## src/rtl/vec_packet_gather_pkg.sv

```systemverilog
// Shared types, default field widths and width helper for the packet gather block.
package vec_packet_gather_pkg;

  localparam int HDR_W_DEF  = 16;
  localparam int ADDR_W_DEF = 16;
  localparam int DATA_W_DEF = 32;

  typedef struct packed {
    logic [HDR_W_DEF-1:0]  header;
    logic [ADDR_W_DEF-1:0] addr;
    logic [DATA_W_DEF-1:0] data;
  } packet_t;

  function automatic int clog2(input int value);
    int width;
    width = 0;
    while ((32'sd1 <<< width) < value) width = width + 32'sd1;
    return width;
  endfunction

endpackage

```

## src/rtl/vec_packet_gather_arb.sv

```systemverilog
// Round-robin lane arbiter: one-hot grant, search starts one past the last accepted lane.
module rr_arbiter
  import vec_packet_gather_pkg::*;
#(
  parameter int NUM_IN = 3
) (
  input  logic              clock,
  input  logic              reset,
  input  logic [NUM_IN-1:0] req,
  input  logic              advance,
  output logic [NUM_IN-1:0] grant
);

  localparam int IDX_W = (NUM_IN > 1) ? clog2(NUM_IN) : 1;

  logic [IDX_W-1:0] startLane_r;
  logic [IDX_W-1:0] grantIdx_s;
  logic             found_s;

  // Priority search over lanes in rotated order, starting at startLane_r.
  always_comb begin
    int   cand;
    logic hit;
    grant      = '0;
    grantIdx_s = '0;
    found_s    = 1'b0;
    cand       = 0;
    hit        = 1'b0;
    for (int k = 0; k < NUM_IN; k++) begin
      cand = int'(startLane_r) + k;
      cand = (cand >= NUM_IN) ? cand - NUM_IN : cand;
      for (int i = 0; i < NUM_IN; i++) begin
        hit        = req[i] && !found_s && (i == cand);
        grant[i]   = grant[i] | hit;
        grantIdx_s = hit ? IDX_W'(i) : grantIdx_s;
        found_s    = found_s | hit;
      end
    end
  end

  // Rotation pointer moves only when the granted packet was actually taken.
  always_ff @(posedge clock or negedge reset) begin
    if (!reset) begin
      startLane_r <= '0;
    end else if (advance) begin
      startLane_r <= (int'(grantIdx_s) == NUM_IN - 1) ? '0 : grantIdx_s + 1'b1;
    end else begin
      startLane_r <= startLane_r;
    end
  end

endmodule

```

## src/rtl/vec_packet_gather.sv

```systemverilog
// Gathers packets from several lanes into a circular buffer and releases them as
// fixed-size batches, or as a partial batch after an idle timeout.
module vec_packet_gather
  import vec_packet_gather_pkg::*;
#(
  parameter int NUM_IN  = 3,
  parameter int NUM_OUT = 4,
  parameter int DEPTH   = 8,
  parameter int HDR_W   = HDR_W_DEF,
  parameter int ADDR_W  = ADDR_W_DEF,
  parameter int DATA_W  = DATA_W_DEF,
  parameter int TIMEOUT = 15
) (
  input  logic                        clock,
  input  logic                        reset,
  input  logic [NUM_IN-1:0]           io_inPacket_tx_valid,
  output logic [NUM_IN-1:0]           io_inPacket_tx_ready,
  input  logic [NUM_IN*HDR_W-1:0]     io_inPacket_tx_header,
  input  logic [NUM_IN*ADDR_W-1:0]    io_inPacket_tx_addr,
  input  logic [NUM_IN*DATA_W-1:0]    io_inPacket_tx_data,
  output logic                        io_outPacket_rx_valid,
  input  logic                        io_outPacket_rx_ready,
  output logic [NUM_OUT*HDR_W-1:0]    io_outPacket_rx_header,
  output logic [NUM_OUT*ADDR_W-1:0]   io_outPacket_rx_addr,
  output logic [NUM_OUT*DATA_W-1:0]   io_outPacket_rx_data,
  output logic [clog2(NUM_OUT+1)-1:0] io_outPacket_rx_count
);

  localparam int CNT_W = clog2(NUM_OUT + 1);
  localparam int PTR_W = clog2(DEPTH);
  localparam int OCC_W = clog2(DEPTH + 1);
  localparam logic [OCC_W-1:0] DEPTH_C   = OCC_W'(DEPTH);
  localparam logic [OCC_W-1:0] NUM_OUT_C = OCC_W'(NUM_OUT);
  localparam logic [7:0]       TIMEOUT_C = 8'(TIMEOUT);

  logic [HDR_W-1:0]  hdrMem_r  [DEPTH];
  logic [ADDR_W-1:0] addrMem_r [DEPTH];
  logic [DATA_W-1:0] dataMem_r [DEPTH];

  logic [PTR_W-1:0]  head_r, tail_r;
  logic [OCC_W-1:0]  occ_r;
  logic [7:0]        idle_r;
  logic              held_r;
  logic [CNT_W-1:0]  heldCnt_r;

  logic [NUM_IN-1:0] grant_s;
  logic              push_s, fire_s, release_s, outValid_s;
  logic [CNT_W-1:0]  availCnt_s, outCnt_s;
  logic [HDR_W-1:0]  pushHdr_s;
  logic [ADDR_W-1:0] pushAddr_s;
  logic [DATA_W-1:0] pushData_s;

  rr_arbiter #(.NUM_IN(NUM_IN)) uArb (
    .clock   (clock),
    .reset   (reset),
    .req     (io_inPacket_tx_valid),
    .advance (push_s),
    .grant   (grant_s)
  );

  // Ready is also forced low while reset is held, since grant follows valid combinationally.
  assign io_inPacket_tx_ready = (reset && (occ_r < DEPTH_C)) ? grant_s : '0;
  assign push_s     = |(io_inPacket_tx_valid & io_inPacket_tx_ready);
  assign availCnt_s = (occ_r >= NUM_OUT_C) ? CNT_W'(NUM_OUT) : CNT_W'(occ_r);
  assign release_s  = (occ_r >= NUM_OUT_C) || ((occ_r != '0) && (idle_r == TIMEOUT_C));
  assign fire_s     = outValid_s && io_outPacket_rx_ready;
  assign io_outPacket_rx_valid = outValid_s;
  assign io_outPacket_rx_count = outCnt_s;

  // Mux the granted lane's fields onto the write port.
  always_comb begin
    pushHdr_s  = '0;
    pushAddr_s = '0;
    pushData_s = '0;
    for (int i = 0; i < NUM_IN; i++) begin
      pushHdr_s  = pushHdr_s  | ({HDR_W{grant_s[i]}}  & io_inPacket_tx_header[i*HDR_W +: HDR_W]);
      pushAddr_s = pushAddr_s | ({ADDR_W{grant_s[i]}} & io_inPacket_tx_addr[i*ADDR_W +: ADDR_W]);
      pushData_s = pushData_s | ({DATA_W{grant_s[i]}} & io_inPacket_tx_data[i*DATA_W +: DATA_W]);
    end
  end

  // A presented batch keeps its count frozen so late arrivals cannot join it.
  always_comb begin
    if (held_r) begin
      outValid_s = 1'b1;
      outCnt_s   = heldCnt_r;
    end else if (release_s) begin
      outValid_s = 1'b1;
      outCnt_s   = availCnt_s;
    end else begin
      outValid_s = 1'b0;
      outCnt_s   = '0;
    end
  end

  // Present the oldest entries in slot order; unpopulated slots read as zero.
  always_comb begin
    logic [PTR_W-1:0] rdPtr;
    rdPtr                  = head_r;
    io_outPacket_rx_header = '0;
    io_outPacket_rx_addr   = '0;
    io_outPacket_rx_data   = '0;
    for (int j = 0; j < NUM_OUT; j++) begin
      rdPtr = head_r + PTR_W'(j);
      if (j < int'(outCnt_s)) begin
        io_outPacket_rx_header[j*HDR_W +: HDR_W]  = hdrMem_r[rdPtr];
        io_outPacket_rx_addr[j*ADDR_W +: ADDR_W]  = addrMem_r[rdPtr];
        io_outPacket_rx_data[j*DATA_W +: DATA_W]  = dataMem_r[rdPtr];
      end else begin
        io_outPacket_rx_header[j*HDR_W +: HDR_W]  = '0;
        io_outPacket_rx_addr[j*ADDR_W +: ADDR_W]  = '0;
        io_outPacket_rx_data[j*DATA_W +: DATA_W]  = '0;
      end
    end
  end

  // Packet storage, written at the tail on each accepted push.
  always_ff @(posedge clock) begin
    if (push_s) begin
      hdrMem_r[tail_r]  <= pushHdr_s;
      addrMem_r[tail_r] <= pushAddr_s;
      dataMem_r[tail_r] <= pushData_s;
    end
  end

  // Occupancy and circular pointers; push and pop may land in the same cycle.
  always_ff @(posedge clock or negedge reset) begin
    if (!reset) begin
      occ_r  <= '0;
      head_r <= '0;
      tail_r <= '0;
    end else begin
      occ_r  <= occ_r + OCC_W'(push_s) - (fire_s ? OCC_W'(outCnt_s) : '0);
      tail_r <= push_s ? tail_r + 1'b1 : tail_r;
      head_r <= fire_s ? head_r + PTR_W'(outCnt_s) : head_r;
    end
  end

  // Idle timer (not cleared by pushes) and batch-hold state.
  always_ff @(posedge clock or negedge reset) begin
    if (!reset) begin
      idle_r    <= '0;
      held_r    <= 1'b0;
      heldCnt_r <= '0;
    end else begin
      if (fire_s || (occ_r == '0)) begin
        idle_r <= '0;
      end else if (idle_r < TIMEOUT_C) begin
        idle_r <= idle_r + 8'd1;
      end else begin
        idle_r <= idle_r;
      end
      held_r    <= outValid_s && !fire_s;
      heldCnt_r <= outCnt_s;
    end
  end

endmodule

```

## config.mk

```make
export PLATFORM = sky130hd
export DESIGN_NAME = vec_packet_gather
export DESIGN_NICKNAME = d
export VERILOG_FILES = /design/src/rtl/vec_packet_gather_pkg.sv /design/src/rtl/vec_packet_gather_arb.sv /design/src/rtl/vec_packet_gather.sv
export SDC_FILE = /design/constraint.sdc
export NUM_CORES = 1
export LEC_CHECK = 0
export CORE_ASPECT_RATIO = 1.75
export CORE_UTILIZATION = 30
export CTS_CLUSTER_DIAMETER = 150
export DETAILED_ROUTE_END_ITERATION = 10
export SLEW_MARGIN = 20
export SYNTH_ARGS = -nofsm -noshare
export SYNTH_HDL_FRONTEND = slang
export SYNTH_SLANG_ARGS = --single-unit
```

## constraint.sdc

```tcl
create_clock -name clock -period 10.4 [get_ports clock]
set_input_delay 1.04 -clock clock [delete_from_list [all_inputs] [get_ports clock]]
set_output_delay 1.04 -clock clock [all_outputs]
set_load 0.02 [all_outputs]
```

==> results.txt <==
CTS root buf = clkbuf_16
Via count = 24.7k
Pwr/cell area = 256 nW/um^2
Yosys top cell area share = 45.8%
Worst Setup SP = head_r[1]
Most Used Layer, Global Route = met2
Synth cell types = 53
Xor and xnor area share after synthesis = 0.361%
# setup viols final = 0
Post-synthesis mux area share = 33.4%
Drt pass-1 iters = 9
Worst-path cell chain = inv_1 > ha_1 > nor2b_4 > buf_4 > a32oi_1 > and3_1 > clkdlybuf4s50_1
Layout cells sized above 1 = 20.5%
Register area share after synthesis = 47.5%
Worst-margin pin slew = 1.17 ns
First-pass GRT wire length = 173,000 um
Core footprint = 111,000 sq um
Clock slew at reported path FFs = 0.06 ns
Post-synthesis compound-gate area fraction = 7.51%
HP Start = uArb.startLane_r[0]
Die width = 255 um
Clock skew = 0.0378 ns
DRC = 0
Crit Path Max Fanout = 51
Cell Area, Synth = 33,600 sq um
Largest net degree at the start of global routing = 177
Prevailing post-synth register cell = edfxtp_1
Initial antenna violation count = 4
Unrepaired setup endpoints after global routing = false
Worst vdd ir = 0.318 mV
Status = finished, final reports clean
Filler cell count = 10.5k
Drt initial violations = 2,141
TritonCTS Sinks = 536
Startpoint types = flop
Total CTS buffers = 55
Largest area contributor in the netlist = edfxtp_1
Crit path largest cell delay = 0.96 ns
Max Cap Viol = 0
RR Endpoint = dataMem_r[2][31]
Cell count after synthesis = 2,303
Avg WL per Cell = 29.1 um
Yosys reg bits = 536
Vias/cell = 5.93
Aggregate global routing overflow = 0
Initial Utilization = 30.2%
Vias in the first global route = 25.3k
Hold WS = 0.516 ns
Final hold violations = 0
Area grow syn2layout = 23.5%
Post-CTS Hold Buffers = 0
Simple-gate area share of the yosys netlist = 6.57%
Met3 Usage GRT = 3.78%
Ports = 461
Mapped Nets = 2,516
Post-route minimum period = 6.31 ns
Die ar. = 113,000 sq um
Crit-path slowest cell = dfrtp_4
Worst Setup End Kind = output port
CTS Buffer Depth = 3
Post-synthesis async set-or-reset flop share = 4.48%
Critical Path Sink = io_outPacket_rx_addr[20]
Htree depth = 2
Fin. max-slew vios = 0
R2R cell count = 9
Largest family of logic cells by synthesized area = multiplexers
Final #Nets = 2,862
Final period utilization = 60.7%
Worst Path Class, Setup = flop to output port
Reg2reg setup slack = 6.46 ns
CTS tree = done
Reg area = 16,000 sq um
Die Height = 445 um
Overall global routing resource usage = 21.0%
GP Congestion = 0.801
Setup bufs post-CTS = 0
Area share of fa/ha/maj cells after synthesis = 0.603%
Delay-heaviest family, CP = buffers and inverters
Std cell rows = 162
Worst min path class = flop to flop
Worst skew pair latency = 0.66 ns
Slew HR = 22.1%
Bufs and invs on worst path = 3
Buffers on Ports = 460
Antenna-violating nets left = 0
Post-synth EDFFs = 512
Critical path depth in cells = 7
CTS resizes = 0
Synth Warn # = 0
TNS Setup = 0 ns
DRT Wirelength = 121,000 um
CP arrival = 5.27 ns
Area contributors post-synth = edfxtp_1, mux4_2, mux2i_1
Reg2Reg Launch Point = uArb.startLane_r[0]
Worst path required time = 9.36 ns
Global-route met1 utilization = 24.5%
Mean post-synth cell area = 14.6 sq um
FMAX = 158 MHz
Dpl hpwl = 77,300 um
P_leak = 14.5 nW
Area occupied by multi-input gates = 16,400 sq um
Met2 Usage GRT = 36.8%
## worst reg2reg max path, delay by kind of cell, from the launching register on
family | cells | cell delay (ns)
buffers and inverters | 4 | 1.93
AND/OR/NAND/NOR | 2 | 0.50
AO/OA/AOI/OAI | 2 | 0.38
flip-flops | 1 | 0.37
adder cells (fa/ha/maj) | 1 | 0.32
## cell families after synthesis
| logic type | Yosys count |
|---|---|
| buffers and inverters | 303 |
| and+or+nand+nor | 512 |
| DFF | 536 |
| AOI/OAI and AO/OA | 283 |
| xor gates and xnor gates | 13 |
| muxes | 641 |
| adders and majority gates | 15 |
## synth_stat cells, types with 2 or more instances
master and instances:
nand2_1 268, clkbuf_1 64, o21ai_0 3, buf_4 6, a21o_1 4, mux2i_1 256
clkbuf_2 3, a222oi_1 64, xor2_1 5, buf_6 6, mux2_2 2, mux4_2 383
nor2b_1 5, inv_1 76, fa_1 2, edfxtp_1 512, and3_1 67, and2_1 8
o311ai_0 2, nor2_1 141, a21oi_1 7, nand3_1 8, a22o_1 64, dfrtp_1 24
buf_1 25, buf_2 123, nor4b_1 3, xnor2_1 7, a32oi_1 128, nor4_1 2
ha_1 13
## stage by stage
| stage | utilization (%) | total power [mW] | cell area, sq um | std cells | worst slack, ns |
|---|---|---|---|---|---|
| after global placement | 35.6 | 8.64 | 39600 | 4065 | 4.85 |
| final | 37.3 | 10.6 | 41500 | 4169 | 4.09 |
| after global routing | 37.3 | 11.1 | 41500 | 4169 | 3.87 |
| after CTS | 37.2 | 10.7 | 41400 | 4165 | 4.05 |
| after detailed placement | 35.6 | 8.68 | 39600 | 4065 | 4.79 |
| after floorplan | - | 6.19 | 33600 | 2303 | 1.40 |
## per-layer routing
metal	wire length, um	part of all wire [%]
met2	62200	51
met5	13	0.011
met3	9280	7.6
met4	5900	4.9
met1	43900	36
## power breakdown
part           internal [mW]  total (mW)  switching [mW]  leakage [nW]
sequential              2.92        3.13           0.208          4.97
clock                   1.15        2.02           0.869         0.876
combinational           2.11        5.47            3.36          8.68
## final cells by class
cell class,instances,area share [%]
Clock buffer,65,3.41
Timing Repair Buffer,516,12.3
Antenna cell,1,0.00603
Tap cell,1476,4.45
Inverter,76,0.694
Sequential cell,536,38.5
Clock inverter,35,0.971
Multi-Input combinational cell,1464,39.6
## cells in the final DEF, fill, tap and decap left out, drive strengths merged, types with 13 or more instances in the layout
cell / instances
nor2: 142
nand2: 268
clkdlybuf4s50: 460
mux2i: 256
clkbuf: 65
a22o: 64
clkinv: 22
mux4: 383
ha: 13
a32oi: 128
a222oi: 64
inv: 80
buf: 56
dfrtp: 24
and3: 67
edfxtp: 512
## how the worst min path moves through the flow
| stage | slack (ns) | to | cells past startpoint |
|---|---|---|---|
| 3_3_place_gp | 0.51 | uArb.startLane_r[1] | 1 |
| 6_report | 0.52 | uArb.startLane_r[0] | 1 |
| 4_1_cts | 0.52 | uArb.startLane_r[0] | 1 |
| 3_5_place_dp | 0.50 | uArb.startLane_r[0] | 1 |
| 5_1_grt | 0.55 | uArb.startLane_r[1] | 1 |
| 2_1_floorplan | 0.48 | uArb.startLane_r[1] | 1 |
## flip-flops by register name, summed over array words and instances (netlist names)
signal and cells:
addrMem_r 128, dataMem_r 256, hdrMem_r 128, head_r 3
heldCnt_r 3, held_r 1, idle_r 8, occ_r 4
tail_r 3, uArb.startLane_r 2
No activity file was read; power rests on OpenSTA's default activity.
